===== src/rtl/alu_arbiter_pkg.sv =====
// Shared types for the ALU arbiter: op codes, flag layout, FSM states.
package alu_pkg;

    localparam int NUM_REQ = 2;

    typedef enum logic [1:0] {
        ADD = 2'b00,
        SUB = 2'b01,
        AND = 2'b10,
        ORR = 2'b11
    } alu_op_t;

    typedef struct packed {
        logic n;
        logic z;
        logic c;
        logic v;
    } alu_flags_t;

    typedef enum logic [1:0] {
        IDLE = 2'd0,
        EXEC = 2'd1,
        RESP = 2'd2
    } arb_state_t;

    function automatic logic [NUM_REQ-1:0] id_to_onehot(input logic id);
        return id ? 2'b10 : 2'b01;
    endfunction

endpackage


===== src/rtl/alu_arbiter_rr.sv =====
// Two-input round-robin grant; the pointer flips away from each granted requester.
module rr_arbiter2 (
    input  logic       clk,
    input  logic       rst_n,
    input  logic [1:0] req_i,
    input  logic       en_i,
    output logic       gnt_valid_o,
    output logic       gnt_id_o
);

    logic ptr_q;
    logic ptr_d;

    always_comb begin
        gnt_valid_o = |req_i;
        gnt_id_o    = 1'b0;
        if (req_i == 2'b11) begin
            gnt_id_o = ptr_q;
        end else begin
            gnt_id_o = req_i[1];
        end
        ptr_d = ptr_q;
        if (en_i && gnt_valid_o) begin
            ptr_d = ~gnt_id_o;
        end
    end

    always_ff @(posedge clk or negedge rst_n) begin
        if (!rst_n) begin
            ptr_q <= 1'b0;
        end else begin
            ptr_q <= ptr_d;
        end
    end

endmodule


===== src/rtl/alu_arbiter.sv =====
// Shares one combinational ALU between two requesters (IDLE -> EXEC -> RESP).
// Optional ALU_ARBITER_STICKY_FLAGS_EN adds the nzcv_q condition-code register.
module alu_arbiter
    import alu_pkg::*;
#(
    parameter int N = 32
) (
    input  logic                  clk,
    input  logic                  rst_n,
    input  logic [1:0]            req_valid,
    output logic [1:0]            req_ready,
    input  logic [1:0][N-1:0]     req_a,
    input  logic [1:0][N-1:0]     req_b,
    input  logic [1:0][1:0]       req_sel,
    output logic [N-1:0]          alu_a,
    output logic [N-1:0]          alu_b,
    output logic [1:0]            alu_sel,
    input  logic [N-1:0]          alu_result,
    input  logic [3:0]            alu_flags,
    output logic [1:0]            rsp_valid,
    input  logic [1:0]            rsp_ready,
    output logic [N-1:0]          rsp_result,
    output logic [3:0]            rsp_flags,
    output logic                  busy,
`ifdef ALU_ARBITER_STICKY_FLAGS_EN
    output logic [3:0]            nzcv_q,
`endif
    output arb_state_t            dbg_state
);

    // Request channel: a transfer happens on a cycle where req_valid[i] and
    // req_ready[i] are both high; response channel likewise with rsp_valid/rsp_ready.

    arb_state_t state_q, state_d;
    logic       gnt_q;
    logic [N-1:0] a_q, b_q, result_q;
    alu_op_t    sel_q;
    alu_flags_t flags_q;
    logic       gnt_valid;
    logic       gnt_id;
    logic       arb_en;

    assign arb_en = (state_q == IDLE);

    rr_arbiter2 u_rr (
        .clk         (clk),
        .rst_n       (rst_n),
        .req_i       (req_valid),
        .en_i        (arb_en),
        .gnt_valid_o (gnt_valid),
        .gnt_id_o    (gnt_id)
    );

    always_comb begin
        state_d   = state_q;
        req_ready = 2'b00;
        rsp_valid = 2'b00;
        case (state_q)
            IDLE: begin
                if (gnt_valid) begin
                    req_ready = id_to_onehot(gnt_id);
                    state_d   = EXEC;
                end
            end
            EXEC: state_d = RESP;
            RESP: begin
                rsp_valid = id_to_onehot(gnt_q);
                if (rsp_ready[gnt_q]) begin
                    state_d = IDLE;
                end
            end
            default: state_d = IDLE;
        endcase
    end

    always_ff @(posedge clk or negedge rst_n) begin
        if (!rst_n) begin
            state_q  <= IDLE;
            gnt_q    <= 1'b0;
            a_q      <= '0;
            b_q      <= '0;
            sel_q    <= ADD;
            result_q <= '0;
            flags_q  <= '0;
        end else begin
            state_q <= state_d;
            if (state_q == IDLE && gnt_valid) begin
                gnt_q <= gnt_id;
                a_q   <= req_a[gnt_id];
                b_q   <= req_b[gnt_id];
                sel_q <= alu_op_t'(req_sel[gnt_id]);
            end
            if (state_q == EXEC) begin
                result_q <= alu_result;
                flags_q  <= alu_flags_t'(alu_flags);
            end
        end
    end

`ifdef ALU_ARBITER_STICKY_FLAGS_EN
    // Only arithmetic ops update the condition codes; logic ops preserve them.
    always_ff @(posedge clk or negedge rst_n) begin
        if (!rst_n) begin
            nzcv_q <= 4'b0000;
        end else if (state_q == EXEC && !sel_q[1]) begin
            nzcv_q <= alu_flags;
        end
    end
`endif

    // Operand registers only change on a grant, so the ALU inputs hold between ops.
    assign alu_a      = a_q;
    assign alu_b      = b_q;
    assign alu_sel    = sel_q;
    assign rsp_result = result_q;
    assign rsp_flags  = flags_q;
    assign busy       = (state_q != IDLE);
    assign dbg_state  = state_q;

endmodule

===== config.mk =====
export PLATFORM = sky130hd
export DESIGN_NAME = alu_arbiter
export DESIGN_NICKNAME = d
export VERILOG_FILES = /design/src/rtl/alu_arbiter_pkg.sv /design/src/rtl/alu_arbiter_rr.sv /design/src/rtl/alu_arbiter.sv
export SDC_FILE = /design/constraint.sdc
export NUM_CORES = 1
export LEC_CHECK = 0
export ABC_AREA = 1
export ABC_CLOCK_PERIOD_IN_PS = 1400
export CORE_MARGIN = 1
export CORE_UTILIZATION = 34
export DETAILED_ROUTE_END_ITERATION = 8
export MAX_ROUTING_LAYER = met4
export PLACE_DENSITY = 0.76
export REMOVE_ABC_BUFFERS = 1
export SLEW_MARGIN = 30
export SYNTH_ARGS = -nofsm -noshare
export SYNTH_HDL_FRONTEND = slang
export SYNTH_SLANG_ARGS = --single-unit

===== constraint.sdc =====
create_clock -name clk -period 1.4 [get_ports clk]
set_clock_uncertainty 0.15 [all_clocks]
set_input_delay 0.28 -clock clk [delete_from_list [all_inputs] [get_ports clk]]
set_output_delay 0.28 -clock clk [all_outputs]
set_load 0.005 [all_outputs]

==> qor.txt <==
Worst Slack Setup Final -> -0.346 ns
Antenna violations before repair -> 0
Critical Path Slowest Stage Cell -> clkdlybuf4s50_1
Cell count after synthesis -> 557
CP Data Required Time -> 0.97 ns
Die X -> 121 microns
CTS buffer count -> 9
HP Class -> input pin to register
CP Class -> input pin to output pin
R2R setup slack -> -0.34 ns
WHS -> 0.224 ns
Area Growth Syn to Fin -> 87.2%
RSZ-0062 raised after global routing -> true
Hold_sp -> req_valid[1]
Global-route wire length before repair -> 28.6 mm
Clk Latency, worst-skew pair -> 0.34 ns
Slew HR -> 0.660
R2r startpoint -> dbg_state[1]
CTS tree -> built
Setup crit end kind -> output pin
FF+latch count, synth -> 106
Power Total -> 19.4 mW
Startpoint types -> input pin
Hold path depth -> 3
Post-Syn Area per Cell -> 8.64 sq um
Ys flop type -> dfrtp_1
Grt ovf -> 0
Initial DRC count -> 392
Most frequent cell after synthesis -> nand3_1
Num rows -> 43
Critical Path AT -> 1.32 ns
VDD IR max -> 1.11 mV
Via count -> 5756
PD cells -> 2150 nW/um^2
Pre-CTS setup slack -> -0.585 ns
CTS Buffer Depth -> 2
Diode count -> 0
Achievable frequency -> 0.573 GHz
Status -> complete, but fails checks
Min Tclk post-route -> 1.75 ns
Remaining DRCs -> 0
Failing checks -> setup timing
R2R depth -> 8
Final Cycle Share -> 1.25
Worst-Margin Slew -> 0.508 ns
Nets@finish -> 1067
Worst-path clk slew -> 0.08 ns
Top-area cell type share of the netlist area -> 0.551
Max-Cap Viols -> 0
CP Max Fanout -> 2
Vias in the first global route -> 5457
DR vias/cell -> 5.34
Drt wl/cell -> 19.0 microns
Initial core utilization -> 0.348
WL final -> 20.5 mm
Worst-path cell chain -> clkdlybuf4s50_1 > inv_1 > a21oi_4 > nand2_2 > buf_6 > inv_4 > buf_6
Die footprint -> 14600 sq um
Root buf cell -> clkbuf_16
Ys Warns -> 0
DR top layer -> met4
Number of port buffers -> 282
Count of final setup violators -> 111
Met3 WL -> 1.66 mm
Drt first pass iters -> 5
M1 wire length -> 8.10 mm
Mapped Area -> 4810 sq um
Io pins -> 283
Total GRT Usage -> 0.264
Dominant cell type by area after synthesis -> dfrtp_1
Max-slew violations -> 0
Core area -> 13800 sq um
WP buf/inv -> 5
CP dominant cell by count -> buf_6
Register area share after synthesis -> 0.551
CP max stage delay -> 0.48 ns
Die Y -> 121 microns
Share of layout cells above drive strength 1 -> 0.313
Pin count of the biggest net entering global routing -> 56
Leak -> 4.44 nW
Synth cell types -> 15
Non-filler cells, final -> 1078
CTS sink count -> 106
Dpl cells -> 995
Dpl hpwl -> 12.4 mm
Top post-synthesis cells by area -> dfrtp_1 (55%), nand3_1 (18%), nand2_1 (11%)
Ys async rst share -> 1.00
GPL Wtd Cong -> 0.821
Family with the most delay on the worst path -> buffers and inverters
Number of enable flip-flop cells after synthesis -> 0
Hold endpoint -> alu_b[0]
R2R Path End -> alu_sel[1]
Routed met2 length -> 10.0 mm
Fillcell total -> 1149
Post-synth top cells -> nand3_1 (170), nand2_1 (144), dfrtp_1 (106)
Detail Route Antenna Nets -> 0
Final hold viol count -> 0
H-tree depth -> 3
-- layer usage --
metal  up-vias  global-route usage
met5         -                   -
met4         0               0.122
met3        57              0.0583
met2       297               0.423
met1      2777               0.317
li1       2625                   -
-- cells in the final DEF, fill, tap and decap left out, drive strengths merged --
| master | instances |
|---|---|
| a21oi | 1 |
| buf | 119 |
| bufinv | 1 |
| clkbuf | 75 |
| clkdlybuf4s15 | 21 |
| clkdlybuf4s50 | 171 |
| clkinv | 2 |
| clkinvlp | 1 |
| dfrtp | 106 |
| dlygate4sd2 | 1 |
| dlygate4sd3 | 1 |
| inv | 11 |
| nand2 | 144 |
| nand3 | 170 |
| nand4 | 66 |
| nor2 | 4 |
| o21ai | 4 |
-- power by group --
group / switching (mW) / internal, mW / total [mW]
clock network: 1.22 / 1.46 / 2.68
registers: 1.02 / 4.58 / 5.60
logic: 5.48 / 5.60 / 11.1
total: 7.72 / 11.6 / 19.4
-- worst register-to-register path, cell delays in order, from the launching register on --
cell,delay (ns)
dfrtp_2,0.44
nor2_4,0.17
buf_6,0.13
buf_6,0.10
buf_8,0.12
o21ai_4,0.15
clkbuf_16,0.24
nand2_1,0.07
nand3_1,0.07
-- metrics by stage --
| stage | cell area, sq um | util | setup TNS, ns |
|---|---|---|---|
| floorplan | 4540 | - | -211.99 |
| global placement | 7920 | 0.573 | -39.78 |
| detailed placement | 7920 | 0.573 | -41.30 |
| CTS | 8540 | 0.618 | -25.85 |
| global route | 9010 | 0.651 | -29.04 |
| finish | 9010 | 0.651 | -22.72 |
-- layout make-up --
class                   count  area (sq um)  area share
clock buffers              10           239      0.0265
multi-input cells         389          2290       0.254
repair buffers            378          3490       0.387
flip-flops and latches    106          2660       0.295
well taps                 180           225      0.0250
inverters                   9          36.3     0.00403
clock inverters             6          72.6     0.00806
-- flip-flops by register name, indices dropped and copies added, names as in the netlist --
register / flops
alu_a: 32
rsp_flags: 4
alu_sel: 2
alu_b: 32
rsp_result: 32
u_rr.ptr_q: 1
gnt_q: 1
dbg_state: 2
-- worst max-delay path by stage --
stage | end | slack (ns) | cells past startpoint | start
after global placement | req_ready[0] | -0.58 | 6 | req_valid[0]
final | req_ready[0] | -0.35 | 7 | req_valid[0]
after CTS | busy | -0.35 | 5 | dbg_state[0]
after floorplan | gnt_q | -2.62 | 4 | dbg_state[0]
after global routing | req_ready[1] | -0.40 | 5 | dbg_state[1]
after detailed placement | req_ready[1] | -0.59 | 6 | req_valid[0]
-- logic make-up after synthesis --
kind of cell / Yosys count / synth area share
AOI/OAI and AO/OA: 4 / 0.00572
and+or+nand+nor: 384 / 0.380
buffers and inverters: 63 / 0.0632
DFF: 106 / 0.551
-- what timing repair did --
item	4_1_cts	5_1_grt
cloned	2	10
endpoints found under the setup margin	214	177
pin swaps	7	21
resized for setup	297	172
setup buffers	38	19
hold endpoints to repair	106	0
hold buffers	1	0
(Power assumes the default switching activity.)
